`src/rtl/max_pool_ctrl_if.sv`:
```
// Handshake and memory-bus bundle between the pooling sequencer and its
// environment (feature-map memory, output memory, external max_pool unit).
interface max_pool_ctrl_if #(
    parameter int DATA_W = 8,
    parameter int ADDR_W = 10
);
    logic              start;
    logic [ADDR_W-1:0] in_base;
    logic [ADDR_W-1:0] out_base;
    logic              busy;
    logic              done;
    logic              rd_en;
    logic [ADDR_W-1:0] rd_addr;
    logic [DATA_W-1:0] rd_data;
    logic [DATA_W-1:0] mp_in1;
    logic [DATA_W-1:0] mp_in2;
    logic [DATA_W-1:0] mp_in3;
    logic [DATA_W-1:0] mp_in4;
    logic              mp_en;
    logic [DATA_W-1:0] mp_value;
    logic              wr_en;
    logic [ADDR_W-1:0] wr_addr;
    logic [DATA_W-1:0] wr_data;

    // Sequencer side
    modport master (
        input  start, in_base, out_base, rd_data, mp_value,
        output busy, done, rd_en, rd_addr, mp_in1, mp_in2, mp_in3, mp_in4,
               mp_en, wr_en, wr_addr, wr_data
    );

    // Environment side
    modport slave (
        output start, in_base, out_base, rd_data, mp_value,
        input  busy, done, rd_en, rd_addr, mp_in1, mp_in2, mp_in3, mp_in4,
               mp_en, wr_en, wr_addr, wr_data
    );
endinterface

```
`src/rtl/max_pool_ctrl.sv`:
```
// 2x2 stride-2 max-pool sequencer: walks the windows of an IN_H x IN_W map,
// gathers four pixels per window, drives the external max_pool unit for
// POOL_LAT cycles and writes each result to consecutive output addresses.
module max_pool_ctrl #(
    parameter int DATA_W   = 8,
    parameter int ADDR_W   = 10,
    parameter int IN_H     = 4,
    parameter int IN_W     = 4,
    parameter int POOL_LAT = 1
) (
    input  logic           clk,
    input  logic           rst_n,
    max_pool_ctrl_if.master bus
);
    localparam int OUT_H = IN_H / 2;
    localparam int OUT_W = IN_W / 2;
    localparam int RW    = (OUT_H > 1) ? $clog2(OUT_H) : 1;
    localparam int CW    = (OUT_W > 1) ? $clog2(OUT_W) : 1;
    localparam int PW    = (POOL_LAT > 1) ? $clog2(POOL_LAT) : 1;

    typedef enum logic [3:0] {IDLE, RD0, RD1, RD2, RD3, CAP, POOL, WR, DONE} state_t;

    state_t state, state_nx;

    logic [ADDR_W-1:0]           in_base_q;
    logic [ADDR_W-1:0]           out_base_q;
    logic [ADDR_W-1:0]           k_q;        // output index, raster order
    logic [RW-1:0]               row_q;      // window row index
    logic [CW-1:0]               col_q;      // window column index
    logic [PW-1:0]               pool_cnt;
    logic [3:0][DATA_W-1:0]      px_q;       // window pixels, [0] feeds mp_in1

    logic              last_win;
    logic              pool_last;
    logic [ADDR_W-1:0] win_off;
    logic [ADDR_W-1:0] pix_off;
    logic              busy, done, rd_en, mp_en, wr_en;

    assign last_win  = (row_q == RW'(OUT_H - 1)) && (col_q == CW'(OUT_W - 1));
    assign pool_last = (pool_cnt == PW'(POOL_LAT - 1));
    // top-left pixel of the current window relative to in_base
    assign win_off   = ADDR_W'(2 * int'(row_q) * IN_W + 2 * int'(col_q));

    // offset of the pixel fetched in the current read state
    always_comb begin
        pix_off = '0;
        unique case (state)
            RD1:     pix_off = ADDR_W'(1);
            RD2:     pix_off = ADDR_W'(IN_W);
            RD3:     pix_off = ADDR_W'(IN_W + 1);
            default: pix_off = '0;
        endcase
    end

    // state register
    always_ff @(posedge clk or negedge rst_n) begin
        if (!rst_n) state <= IDLE;
        else        state <= state_nx;
    end

    // next-state and strobe decode
    always_comb begin
        state_nx = state;
        busy     = 1'b0;
        done     = 1'b0;
        rd_en    = 1'b0;
        mp_en    = 1'b0;
        wr_en    = 1'b0;
        unique case (state)
            IDLE: if (bus.start) state_nx = RD0;
            RD0:  begin busy = 1'b1; rd_en = 1'b1; state_nx = RD1; end
            RD1:  begin busy = 1'b1; rd_en = 1'b1; state_nx = RD2; end
            RD2:  begin busy = 1'b1; rd_en = 1'b1; state_nx = RD3; end
            RD3:  begin busy = 1'b1; rd_en = 1'b1; state_nx = CAP; end
            CAP:  begin busy = 1'b1; state_nx = POOL; end
            POOL: begin
                busy  = 1'b1;
                mp_en = 1'b1;
                if (pool_last) state_nx = WR;
            end
            WR:   begin
                busy  = 1'b1;
                wr_en = 1'b1;
                state_nx = last_win ? DONE : RD0;
            end
            DONE: begin done = 1'b1; state_nx = IDLE; end
            default: state_nx = IDLE;
        endcase
    end

    // bases, window counters, pool counter and pixel capture
    always_ff @(posedge clk or negedge rst_n) begin
        if (!rst_n) begin
            in_base_q  <= '0;
            out_base_q <= '0;
            k_q        <= '0;
            row_q      <= '0;
            col_q      <= '0;
            pool_cnt   <= '0;
            px_q       <= '0;
        end else begin
            unique case (state)
                IDLE: if (bus.start) begin
                    in_base_q  <= bus.in_base;
                    out_base_q <= bus.out_base;
                    k_q        <= '0;
                    row_q      <= '0;
                    col_q      <= '0;
                end
                // read data lags the strobe by one cycle
                RD1:  px_q[0] <= bus.rd_data;
                RD2:  px_q[1] <= bus.rd_data;
                RD3:  px_q[2] <= bus.rd_data;
                CAP:  begin
                    px_q[3]  <= bus.rd_data;
                    pool_cnt <= '0;
                end
                POOL: pool_cnt <= pool_cnt + 1'b1;
                WR:   begin
                    k_q <= k_q + 1'b1;
                    if (col_q == CW'(OUT_W - 1)) begin
                        col_q <= '0;
                        row_q <= row_q + 1'b1;
                    end else begin
                        col_q <= col_q + 1'b1;
                    end
                end
                default: ;
            endcase
        end
    end

    assign bus.busy    = busy;
    assign bus.done    = done;
    assign bus.rd_en   = rd_en;
    assign bus.rd_addr = rd_en ? (in_base_q + win_off + pix_off) : '0;
    assign bus.mp_en   = mp_en;
    assign bus.mp_in1  = px_q[0];
    assign bus.mp_in2  = px_q[1];
    assign bus.mp_in3  = px_q[2];
    assign bus.mp_in4  = px_q[3];
    assign bus.wr_en   = wr_en;
    assign bus.wr_addr = wr_en ? (out_base_q + k_q) : '0;
    assign bus.wr_data = wr_en ? bus.mp_value : '0;
endmodule

```
`src/flat_wrapper.sv`:
```
// flat-port wrapper written by rule: the top's interface ports become plain ports
module max_pool_ctrl_flat 
#(
    parameter int DATA_W   = 8,
    parameter int ADDR_W   = 10,
    parameter int IN_H     = 4,
    parameter int IN_W     = 4,
    parameter int POOL_LAT = 1
)
  (clk, rst_n, bus_start, bus_in_base, bus_out_base, bus_rd_data, bus_mp_value, bus_busy, bus_done, bus_rd_en, bus_rd_addr, bus_mp_in1, bus_mp_in2, bus_mp_in3, bus_mp_in4, bus_mp_en, bus_wr_en, bus_wr_addr, bus_wr_data);
  max_pool_ctrl_if #(.DATA_W(DATA_W), .ADDR_W(ADDR_W)) bus_i ();
  input  logic clk;
  input  logic rst_n;
  input wire logic [$bits(bus_i.start)-1:0] bus_start;
  input wire logic [$bits(bus_i.in_base)-1:0] bus_in_base;
  input wire logic [$bits(bus_i.out_base)-1:0] bus_out_base;
  input wire logic [$bits(bus_i.rd_data)-1:0] bus_rd_data;
  input wire logic [$bits(bus_i.mp_value)-1:0] bus_mp_value;
  output wire logic [$bits(bus_i.busy)-1:0] bus_busy;
  output wire logic [$bits(bus_i.done)-1:0] bus_done;
  output wire logic [$bits(bus_i.rd_en)-1:0] bus_rd_en;
  output wire logic [$bits(bus_i.rd_addr)-1:0] bus_rd_addr;
  output wire logic [$bits(bus_i.mp_in1)-1:0] bus_mp_in1;
  output wire logic [$bits(bus_i.mp_in2)-1:0] bus_mp_in2;
  output wire logic [$bits(bus_i.mp_in3)-1:0] bus_mp_in3;
  output wire logic [$bits(bus_i.mp_in4)-1:0] bus_mp_in4;
  output wire logic [$bits(bus_i.mp_en)-1:0] bus_mp_en;
  output wire logic [$bits(bus_i.wr_en)-1:0] bus_wr_en;
  output wire logic [$bits(bus_i.wr_addr)-1:0] bus_wr_addr;
  output wire logic [$bits(bus_i.wr_data)-1:0] bus_wr_data;
  assign bus_i.start = bus_start;
  assign bus_i.in_base = bus_in_base;
  assign bus_i.out_base = bus_out_base;
  assign bus_i.rd_data = bus_rd_data;
  assign bus_i.mp_value = bus_mp_value;
  assign bus_busy = bus_i.busy;
  assign bus_done = bus_i.done;
  assign bus_rd_en = bus_i.rd_en;
  assign bus_rd_addr = bus_i.rd_addr;
  assign bus_mp_in1 = bus_i.mp_in1;
  assign bus_mp_in2 = bus_i.mp_in2;
  assign bus_mp_in3 = bus_i.mp_in3;
  assign bus_mp_in4 = bus_i.mp_in4;
  assign bus_mp_en = bus_i.mp_en;
  assign bus_wr_en = bus_i.wr_en;
  assign bus_wr_addr = bus_i.wr_addr;
  assign bus_wr_data = bus_i.wr_data;
  max_pool_ctrl #(.DATA_W(DATA_W), .ADDR_W(ADDR_W), .IN_H(IN_H), .IN_W(IN_W), .POOL_LAT(POOL_LAT)) u_core (.clk(clk), .rst_n(rst_n), .bus(bus_i));
endmodule
```
`config.mk`:
```
export PLATFORM = sky130hd
export DESIGN_NAME = max_pool_ctrl_flat
export DESIGN_NICKNAME = d
export VERILOG_FILES = /design/src/rtl/max_pool_ctrl_if.sv /design/src/rtl/max_pool_ctrl.sv /design/src/flat_wrapper.sv
export SDC_FILE = /design/constraint.sdc
export NUM_CORES = 1
export LEC_CHECK = 0
export CAP_MARGIN = 20
export CORE_MARGIN = 2
export CORE_UTILIZATION = 48
export CTS_CLUSTER_DIAMETER = 40
export DETAILED_ROUTE_END_ITERATION = 6
export PLACE_DENSITY_LB_ADDON = 0.15
export SETUP_SLACK_MARGIN = 0.2
export SLEW_MARGIN = 20
export SYNTH_ARGS = -nofsm -noshare
export SYNTH_HDL_FRONTEND = slang
export SYNTH_SLANG_ARGS = --single-unit
export TNS_END_PERCENT = 1
```
`constraint.sdc`:
```
create_clock -name clk -period 3.05 [get_ports clk]
set_input_delay 0.4575 -clock clk [delete_from_list [all_inputs] [get_ports clk]]
set_output_delay 0.4575 -clock clk [all_outputs]
set_load 0.005 [all_outputs]
```
==> impl_metrics.toml, run 1 <==
[outcome]
outcome = "finished with violations"
violations = "negative setup slack"

[critical_path]
rr_worst_depth = 8
worstPathRequired_ns = 2.59
arrival_ns = 2.62
worstSetupPathType = "flop to output port"
regToRegSetupSlack_ns = 0.93
reg2reg_to = "u_core.k_q[9]"
cp_cell_sequence = "buf_4 -> nor3_4 -> or2_4 -> ha_4 -> inv_2 -> fa_2 -> nor2b_2 -> o21a_1 -> buf_4 -> o211ai_1 -> xor2_1 -> nor2_1 -> buf_2"
end_kind = "output port"
crit_path_start_kind = "flop"
slowest_stage = "dfrtp_1"
cpPeakStageDelay_ns = 0.40
worst_path_most_repeated_cell = "buf_4"
r2r_start = "u_core.state[3]"
critPathMaxFanout = 3

[placement]
dpl-instance-area_um2 = 4870
dp_hpwl_mm = 6.27
io_buffers = 103
place_congestion = 0.831
post-place-cells = 569

[global_route]
grt.met1_usage_pct = 25.7
grt.met2_usage_pct = 41.4
grt_pass1_wl_mm = 15.2
gr-max-usage-layer = "met2"
grt_pass1_vias = 3229
grt_max_degree = 42
grtUsageMet3_pct = 6.22
antenna_found_initial = 0
grt-ovfl-total = 0
grt_usage_pct = 22.7

[sta]
worst_slew_pin_slew_ns = 0.688
hold_viol_final = 0
setup_viol = 2
clock_skew_ns = 0.00687
max_slew_margin_pct = 54.0
fin_crit_sh_pct = 101
rsz0062_at_grt = "true"
period_minus_slack_ns = 3.08
max_freq_mhz = 325
drv_slew = 0
holdWs_ns = 0.135
worst_slack_ns = -0.0279

[floorplanning]
die_h_um = 91.3
die-area_um2 = 8330
rows = 31
die_w_um = 91.3
io_pins = 104
fp.coreArea_um2 = 7330
initial_core_util_pct = 49.9

[routing]
wl_per_cell_um = 15.0
drc = 0
vias_per_cell = 5.16
via_count = 3080
routed_wirelength_mm = 8.97
drt_first_pass_iters = 4
ant_nets = 0
drtIter0Drc = 101

[job]
maxCapViolCount = 0

[synth]
synth_cell_type_count = 49
syn_inst = 363
synth_ff_type = "dfrtp_1"
yosysSeqAreaShare_pct = 47.2
mappedNetlistArea_um2 = 3660
async_flop_share_pct = 100
ys_ff_latch = 69
syn-num-nets = 418
syn_avg_cell_area_um2 = 10.1
synth-edff-count = 0
ys_warn_count = 0

[final_layout]
instances_no_fill = 597
area_delta_synth_final_pct = 43.6
fin_nets = 548
num-fill-cells = 545
fin_util_pct = 71.6
layout_common_cells = "clkdlybuf4s50_1 (88), nand2_1 (78), dfrtp_1 (65)"
mostFrequentLayoutCell = "clkdlybuf4s50_1"
drive_above_1_share_pct = 24.7
n_antenna_cell = 0
postLayoutCellArea_um2 = 5250

[pwr]
powerDensity_nw_per_um2 = 973
cellLeakagePower_nw = 2.37
max-vdd-ir-drop_mv = 0.560
power.total_w = 0.00511

[clock_network]
clk_pin_slew_ns = 0.08
cts_tree = "done"
htree_levels = 3
cts-buffers-inserted = 9
clk_path_buf_depth = 2
clkLatencyLatePin_ns = 0.34
clock-sinks = 69
clockRootBuffer = "clkbuf_8"
cts_hold_buffers = 0

[worst_hold_path]
hold_class = "primary input to async pin"
[worst max-delay path, delay by kind of cell (launching register included)]
family          cells  cell delay [ns]
fa+ha+maj           2             0.47
compound gates      2             0.24
buf+inv             4             0.41
simple gates        4             0.57
xor+xnor            1             0.17
flops               1             0.40
[per-layer routing]
layer / wire (um) / vias up
li1: - / 1488
met2: 4700 / 86
met1: 3540 / 1497
met4: 98 / 0
met3: 627 / 9
met5: 0 / -
[worst max-delay path by stage]
stage                               start              to  slack [ns]  cells past startpoint
after global placement    u_core.state[3]  bus_rd_addr[8]        0.02                     12
after global routing      u_core.state[0]  bus_rd_addr[8]       -0.16                     13
after CTS                 u_core.state[0]  bus_rd_addr[6]       -0.03                     13
final                     u_core.state[0]  bus_rd_addr[8]       -0.03                     13
after detailed placement  u_core.state[3]  bus_rd_addr[6]       -0.08                     12
after floorplan           u_core.state[0]  bus_rd_addr[6]        0.24                     12
[flip-flops by register name, indices dropped and copies added (netlist names)]
register and cells:
u_core.state 4, u_core.col_q 1, u_core.bus.mp_in2 8, u_core.bus.mp_in3 8, u_core.out_base_q 10, u_core.pool_cnt 1, u_core.k_q 10, u_core.in_base_q 10
u_core.row_q 1, u_core.bus.mp_in4 8, u_core.bus.mp_in1 8
[timing repair]
item,4_1_cts,5_1_grt
gates resized for setup,53,7
pin swaps,18,7
buffers inserted,11,1
endpoints found under the setup margin,15,23
[area by class of cell]
cell class | count | area, um^2 | share of cell area [%]
flip-flops and latches | 69 | 1730 | 33.0
inverters | 9 | 35.0 | 0.667
clock inverters | 6 | 71.3 | 1.36
well taps | 99 | 124 | 2.36
repair buffers | 132 | 1230 | 23.4
multi-input cells | 272 | 1920 | 36.6
clock buffers | 10 | 138 | 2.62
[Yosys cell counts (all sizes together), types with 2 or more instances]
| cell type | instances | share of area, % |
|---|---|---|
| ha | 14 | 4.8 |
| xor2 | 10 | 2.4 |
| buf | 9 | 1.6 |
| a211oi | 2 | 0.41 |
| dfrtp | 69 | 47 |
| mux2 | 32 | 9.9 |
| a21o | 2 | 0.41 |
| or3 | 3 | 0.51 |
| nor2 | 30 | 3.6 |
| nand3 | 10 | 1.7 |
| o31ai | 2 | 0.55 |
| clkbuf | 4 | 0.44 |
| nor2b | 4 | 0.75 |
| nor3 | 6 | 1.9 |
| o211ai | 6 | 1.4 |
| and3 | 6 | 1.0 |
| nand2 | 79 | 8.2 |
| or2 | 2 | 0.34 |
| nand2b | 4 | 0.89 |
| and2 | 12 | 2.1 |
| fa | 2 | 1.1 |
| o21ai | 18 | 2.5 |
| inv | 9 | 0.92 |
| a31oi | 2 | 0.34 |
| a21oi | 11 | 1.5 |
| nand4 | 2 | 0.34 |
| xnor2 | 6 | 1.4 |
[report_power, final]
part           internal, W  total, W  switching, W
registers          0.00133   0.00165      0.000320
clock network     0.000405  0.000772      0.000367
logic              0.00153   0.00269       0.00117
[cell families (layout without fill, tap and decap cells)]
group | count (synthesis) | count (layout) | share of synthesized area [%]
and+or+nand+nor | 160 | 160 | 22.1
DFF | 69 | 69 | 47.2
buffers and inverters | 22 | 157 | 2.98
adders and majority gates | 16 | 16 | 5.88
xor gates and xnor gates | 16 | 16 | 3.83
muxes | 33 | 33 | 10.1
AOI/OAI and AO/OA | 47 | 47 | 7.87
[stage by stage]
step | setup TNS (ns) | worst slack, ns
after floorplan | 0 | 0.240
after global placement | 0 | 0.0172
after detailed placement | -0.188 | -0.0763
after CTS | -0.0337 | -0.0284
after global routing | -0.714 | -0.164
final | -0.0551 | -0.0279
Note: power is estimated with default switching activity, not from simulation.
==> run 2, diff against run 1 <==
--- a/config.mk
+++ b/config.mk
@@ -10,6 +10,7 @@
 export CORE_UTILIZATION = 48
 export CTS_CLUSTER_DIAMETER = 40
 export DETAILED_ROUTE_END_ITERATION = 6
+export MAX_ROUTING_LAYER = met4
 export PLACE_DENSITY_LB_ADDON = 0.15
 export SETUP_SLACK_MARGIN = 0.2
 export SLEW_MARGIN = 20
==> run 2 against run 1 <==
Effect of this change:
- the flow still finishes with violations (negative setup slack)
- global-route usage grew 0.63 points
- sequential power is essentially flat
- maximum frequency is essentially flat
- largest power group unchanged
==> impl_metrics.toml, run 2 (synthesis gave the netlist of run 1 again) <==
[global_route]
grt_pass1_wl_mm = 15.2
antenna_found_initial = 0
grt_usage_pct = 23.4
grt_pass1_vias = 3242
grt_max_degree = 42
grt-ovfl-total = 0

[floorplanning]
die-area_um2 = 8330
rows = 31
io_pins = 104
initial_core_util_pct = 49.9
die_h_um = 91.3
die_w_um = 91.3
fp.coreArea_um2 = 7330

[job]
maxCapViolCount = 0

[final_layout]
mostFrequentLayoutCell = "clkdlybuf4s50_1"
area_delta_synth_final_pct = 43.6
postLayoutCellArea_um2 = 5250
drive_above_1_share_pct = 24.7
top_regs = "u_core.in_base_q (10), u_core.k_q (10), u_core.out_base_q (10)"
fin_nets = 548
fin_util_pct = 71.6
layout_common_cells = "clkdlybuf4s50_1 (88), nand2_1 (78), dfrtp_1 (65)"
n_antenna_cell = 0

[clock_network]
clock-sinks = 69
clockRootBuffer = "clkbuf_8"
clk_path_buf_depth = 2
htree_levels = 3
clkLatencyLatePin_ns = 0.34
cts-buffers-inserted = 9
clk_pin_slew_ns = 0.08
cts_tree = "done"

[sta]
worst_slack_ns = -0.0264
setup_viol = 2
fin_crit_sh_pct = 101
clock_skew_ns = 0.00733
max_freq_mhz = 325
max_slew_margin_pct = 54.8
hold_viol_final = 0
period_minus_slack_ns = 3.08
rsz0062_at_grt = "true"
drv_slew = 0
worst_slew_pin_slew_ns = 0.677

[outcome]
violations = "negative setup slack"
outcome = "finished with violations"

[critical_path]
r2r_start = "u_core.state[3]"
worstPathRequired_ns = 2.59
worstSetupStartpoint = "u_core.state[0]"
end_kind = "output port"
critPathMaxFanout = 3
crit_path_start_kind = "flop"
arrival_ns = 2.62
worstSetupPathType = "flop to output port"

[routing]
vias_per_cell = 5.14
routed_wirelength_mm = 8.95
ant_nets = 0
drtIter0Drc = 81
via_count = 3071
wl_per_cell_um = 15.0
drt_first_pass_iters = 4
drc = 0

[placement]
place_congestion = 0.844
dp_hpwl_mm = 6.27
dpl-instance-area_um2 = 4870
io_buffers = 103

[pwr]
cellLeakagePower_nw = 2.37
power.total_w = 0.00511
powerDensity_nw_per_um2 = 973
max-vdd-ir-drop_mv = 0.559

[worst_hold_path]
hold_class = "primary input to async pin"
## run 2: repair_timing
action / CTS / global route
setup endpoints to repair: 15 / 23
buffers inserted: 11 / 1
hold buffers: 0 / 0
pin swaps: 18 / 7
resized for setup: 53 / 7
## run 2: worst paths after layout
check / endpoint / cells after the start / slack (ns)
min in group clk: u_core.in_base_q[3] / 2 / 0.49
hold / removal: u_core.bus.mp_in1[4] / 1 / 0.14
setup / recovery: bus_rd_addr[8] / 13 / -0.03
setup reg to reg: u_core.k_q[9] / 8 / 0.94
max in group asynchronous: u_core.k_q[4] / 2 / 2.24
hold reg to reg: u_core.in_base_q[3] / 2 / 0.49
## run 2: area by class of cell
| type | count | area (um^2) |
|---|---|---|
| tap | 99 | 124 |
| inverter | 9 | 35.0 |
| fill | 545 | 2080 |
| clock inverter | 6 | 71.3 |
| multi-input combinational | 272 | 1920 |
| clock buffer | 10 | 138 |
| sequential | 69 | 1730 |
| timing repair buffer | 132 | 1230 |
## run 2: layer usage
| layer | up-vias | track usage (%) | share of wire (%) |
|---|---|---|---|
| li1 | 1488 | - | - |
| met1 | 1491 | 26.3 | 41 |
| met2 | 83 | 41.4 | 53 |
| met3 | 9 | 5.31 | 5.6 |
| met4 | 0 | 7.20 | 1.1 |
| met5 | - | - | 0 |
## run 2: through the flow
step	setup TNS, ns	worst slack, ns	cells	hold WS (ns)
after floorplan	0	0.240	363	0.162
after global placement	0	0.0172	569	0.465
after detailed placement	-0.188	-0.0763	569	0.475
after CTS	-0.0337	-0.0284	596	0.150
after global routing	-0.716	-0.164	597	0.186
final	-0.0512	-0.0264	597	0.137
## run 2: power by group
part           leakage [nW]  total [W]  internal [W]  switching, W
clock                0.0991   0.000768      0.000405      0.000362
sequential            0.850    0.00165       0.00133      0.000321
combinational          1.42    0.00269       0.00153       0.00117
total                  2.37    0.00511       0.00326       0.00185
## run 2: critical path, cell delays in order (launching register included)
cell and delay [ns]:
dfrtp_1 0.40, buf_4 0.15, nor3_4 0.19, or2_4 0.16, ha_4 0.12, inv_2 0.03
fa_2 0.35, nor2b_2 0.14, o21a_1 0.13, buf_4 0.12, o211ai_1 0.11, xor2_1 0.17
nor2_1 0.08, buf_2 0.11
==> run 3, diff against run 2 <==
==> constraint.sdc (replaced) <==
create_clock -name clk -period 3.5 [get_ports clk]
set_input_delay 0.525 -clock clk [delete_from_list [all_inputs] [get_ports clk]]
set_output_delay 0.525 -clock clk [all_outputs]
set_load 0.005 [all_outputs]
==> run 3 against run 2 <==
Effect of this change:
- the run now ends clean
- sequential share of layout area is 0.90 points higher
- first-iteration DRC count is 9.9% higher
- wire length is 4.0% lower
- final area is 2.8% lower
- critical path depth is 2 lower
- clock power is 1% lower
- critical path type unchanged
- register-to-register slack better by 0.40 ns
- sequential power is 13% lower
- largest cell class unchanged
==> impl_metrics.toml, run 3 (synthesis gave the netlist of run 1 again) <==
[pwr]
power.total_w = 0.00442
powerDensity_nw_per_um2 = 866
cellLeakagePower_nw = 2.27
max-vdd-ir-drop_mv = 0.526

[critical_path]
critPathTopFamily = "simple AND/OR/NAND/NOR gates"
worst_path_most_repeated_cell = "nand3_1"
cp_cell_sequence = "buf_4 -> nand2_2 -> nor3_4 -> or2_2 -> ha_4 -> nand3_1 -> o211ai_1 -> nand3_1 -> xor2_1 -> nor2_1 -> clkdlybuf4s50_1"
cpPeakStageDelay_ns = 0.51
regToRegSetupSlack_ns = 1.34
arrival_ns = 2.88
reg2reg_to = "u_core.k_q[7]"
end_kind = "output port"
slowest_stage = "clkdlybuf4s50_1"
crit_path_start_kind = "flop"
r2r_start = "u_core.state[1]"
critPathMaxFanout = 8
rr_worst_depth = 5
path_buf_inv = 2
worstPathRequired_ns = 2.97
worstSetupPathType = "flop to output port"

[sta]
period_minus_slack_ns = 3.41
max_slew_margin_pct = 36.4
hold_viol_final = 0
fin_crit_sh_pct = 97.4
holdWs_ns = 0.267
clock_skew_ns = 0.0101
max_freq_mhz = 293
worst_slew_pin_slew_ns = 0.951
setup_viol = 0
worst_slack_ns = 0.0918
rsz0062_at_grt = "true"
drv_slew = 0

[job]
maxCapViolCount = 0

[clock_network]
htree_levels = 3
clock-sinks = 69
clk_path_buf_depth = 2
clockRootBuffer = "clkbuf_8"
cts-buffers-inserted = 9
cts_tree = "done"
clk_pin_slew_ns = 0.08
clkLatencyLatePin_ns = 0.35

[final_layout]
top_regs = "u_core.in_base_q (10), u_core.k_q (10), u_core.out_base_q (10)"
n_antenna_cell = 0
mostFrequentLayoutCell = "clkdlybuf4s50_1"
layout_common_cells = "clkdlybuf4s50_1 (98), nand2_1 (78), dfrtp_1 (67)"
area_delta_synth_final_pct = 39.6
fin_nets = 534
drive_above_1_share_pct = 18.6
instances_no_fill = 583

[floorplanning]
die-area_um2 = 8330
io_pins = 104
rows = 31
fp.coreArea_um2 = 7330
initial_core_util_pct = 49.9
die_h_um = 91.3
die_w_um = 91.3

[placement]
post-place-ws_ns = 0.198
dp_hpwl_mm = 6.20
place_congestion = 0.846
io_buffers = 103
post-place-cells = 562

[routing]
drc = 0
drt_first_pass_iters = 4
ant_nets = 0
wl_per_cell_um = 14.7
via_count = 2999
drtIter0Drc = 89
routed_wirelength_mm = 8.59
vias_per_cell = 5.14

[global_route]
antenna_found_initial = 0
grt_pass1_vias = 3062
grt_pass1_wl_mm = 14.3
grt-ovfl-total = 0
grt_max_degree = 40
grt_usage_pct = 22.5

[worst_hold_path]
hold_class = "primary input to async pin"

[outcome]
outcome = "finished, final reports clean"
==> run 3: what timing repair did <==
action	CTS	global route
pin swaps	3	4
setup buffers	4	1
hold buffers	0	0
resized for setup	9	5
endpoints found under the setup margin	6	10
==> run 3: layout make-up <==
class                      instances  area (um^2)
clock buffer                      10          138
clock inverter                     6         93.8
fill                             581         2230
inverter                           9         33.8
multi-input combinational        272         1850
sequential                        69         1730
tap                               99          124
timing repair buffer             118         1140
==> run 3: where the power goes <==
group          switching [W]  internal [W]  total (W)
sequential          0.000273       0.00115    0.00143
clock               0.000330      0.000427   0.000757
combinational       0.000962       0.00127    0.00224
==> run 3: routing by layer <==
layer  vias to the layer above  global-route usage, %  part of all wire, %
li1                       1461                      -                    -
met1                      1436                   25.7                   43
met2                        84                   37.0                   49
met3                        18                   6.47                  6.0
met4                         0                   9.60                  2.4
met5                         -                      -                    0
==> run 3: through the flow <==
step                      util (%)  cell area [um^2]  setup TNS, ns
after floorplan                  -              3660              0
after global placement        65.6              4810              0
after detailed placement      65.6              4810              0
after CTS                     69.5              5090              0
after global routing          69.6              5100         -0.132
final                         69.6              5100              0
==> run 3: worst max path at each step <==
stage	start	endpoint	slack [ns]	cells past startpoint
detailed placement	u_core.state[1]	bus_rd_addr[8]	0.20	12
finish	u_core.state[0]	bus_rd_addr[9]	0.09	11
CTS	u_core.state[0]	bus_rd_addr[7]	0.002	11
floorplan	u_core.state[0]	bus_rd_addr[6]	0.62	12
global placement	u_core.state[1]	bus_rd_addr[8]	0.31	12
global route	u_core.state[0]	bus_rd_addr[9]	-0.08	11
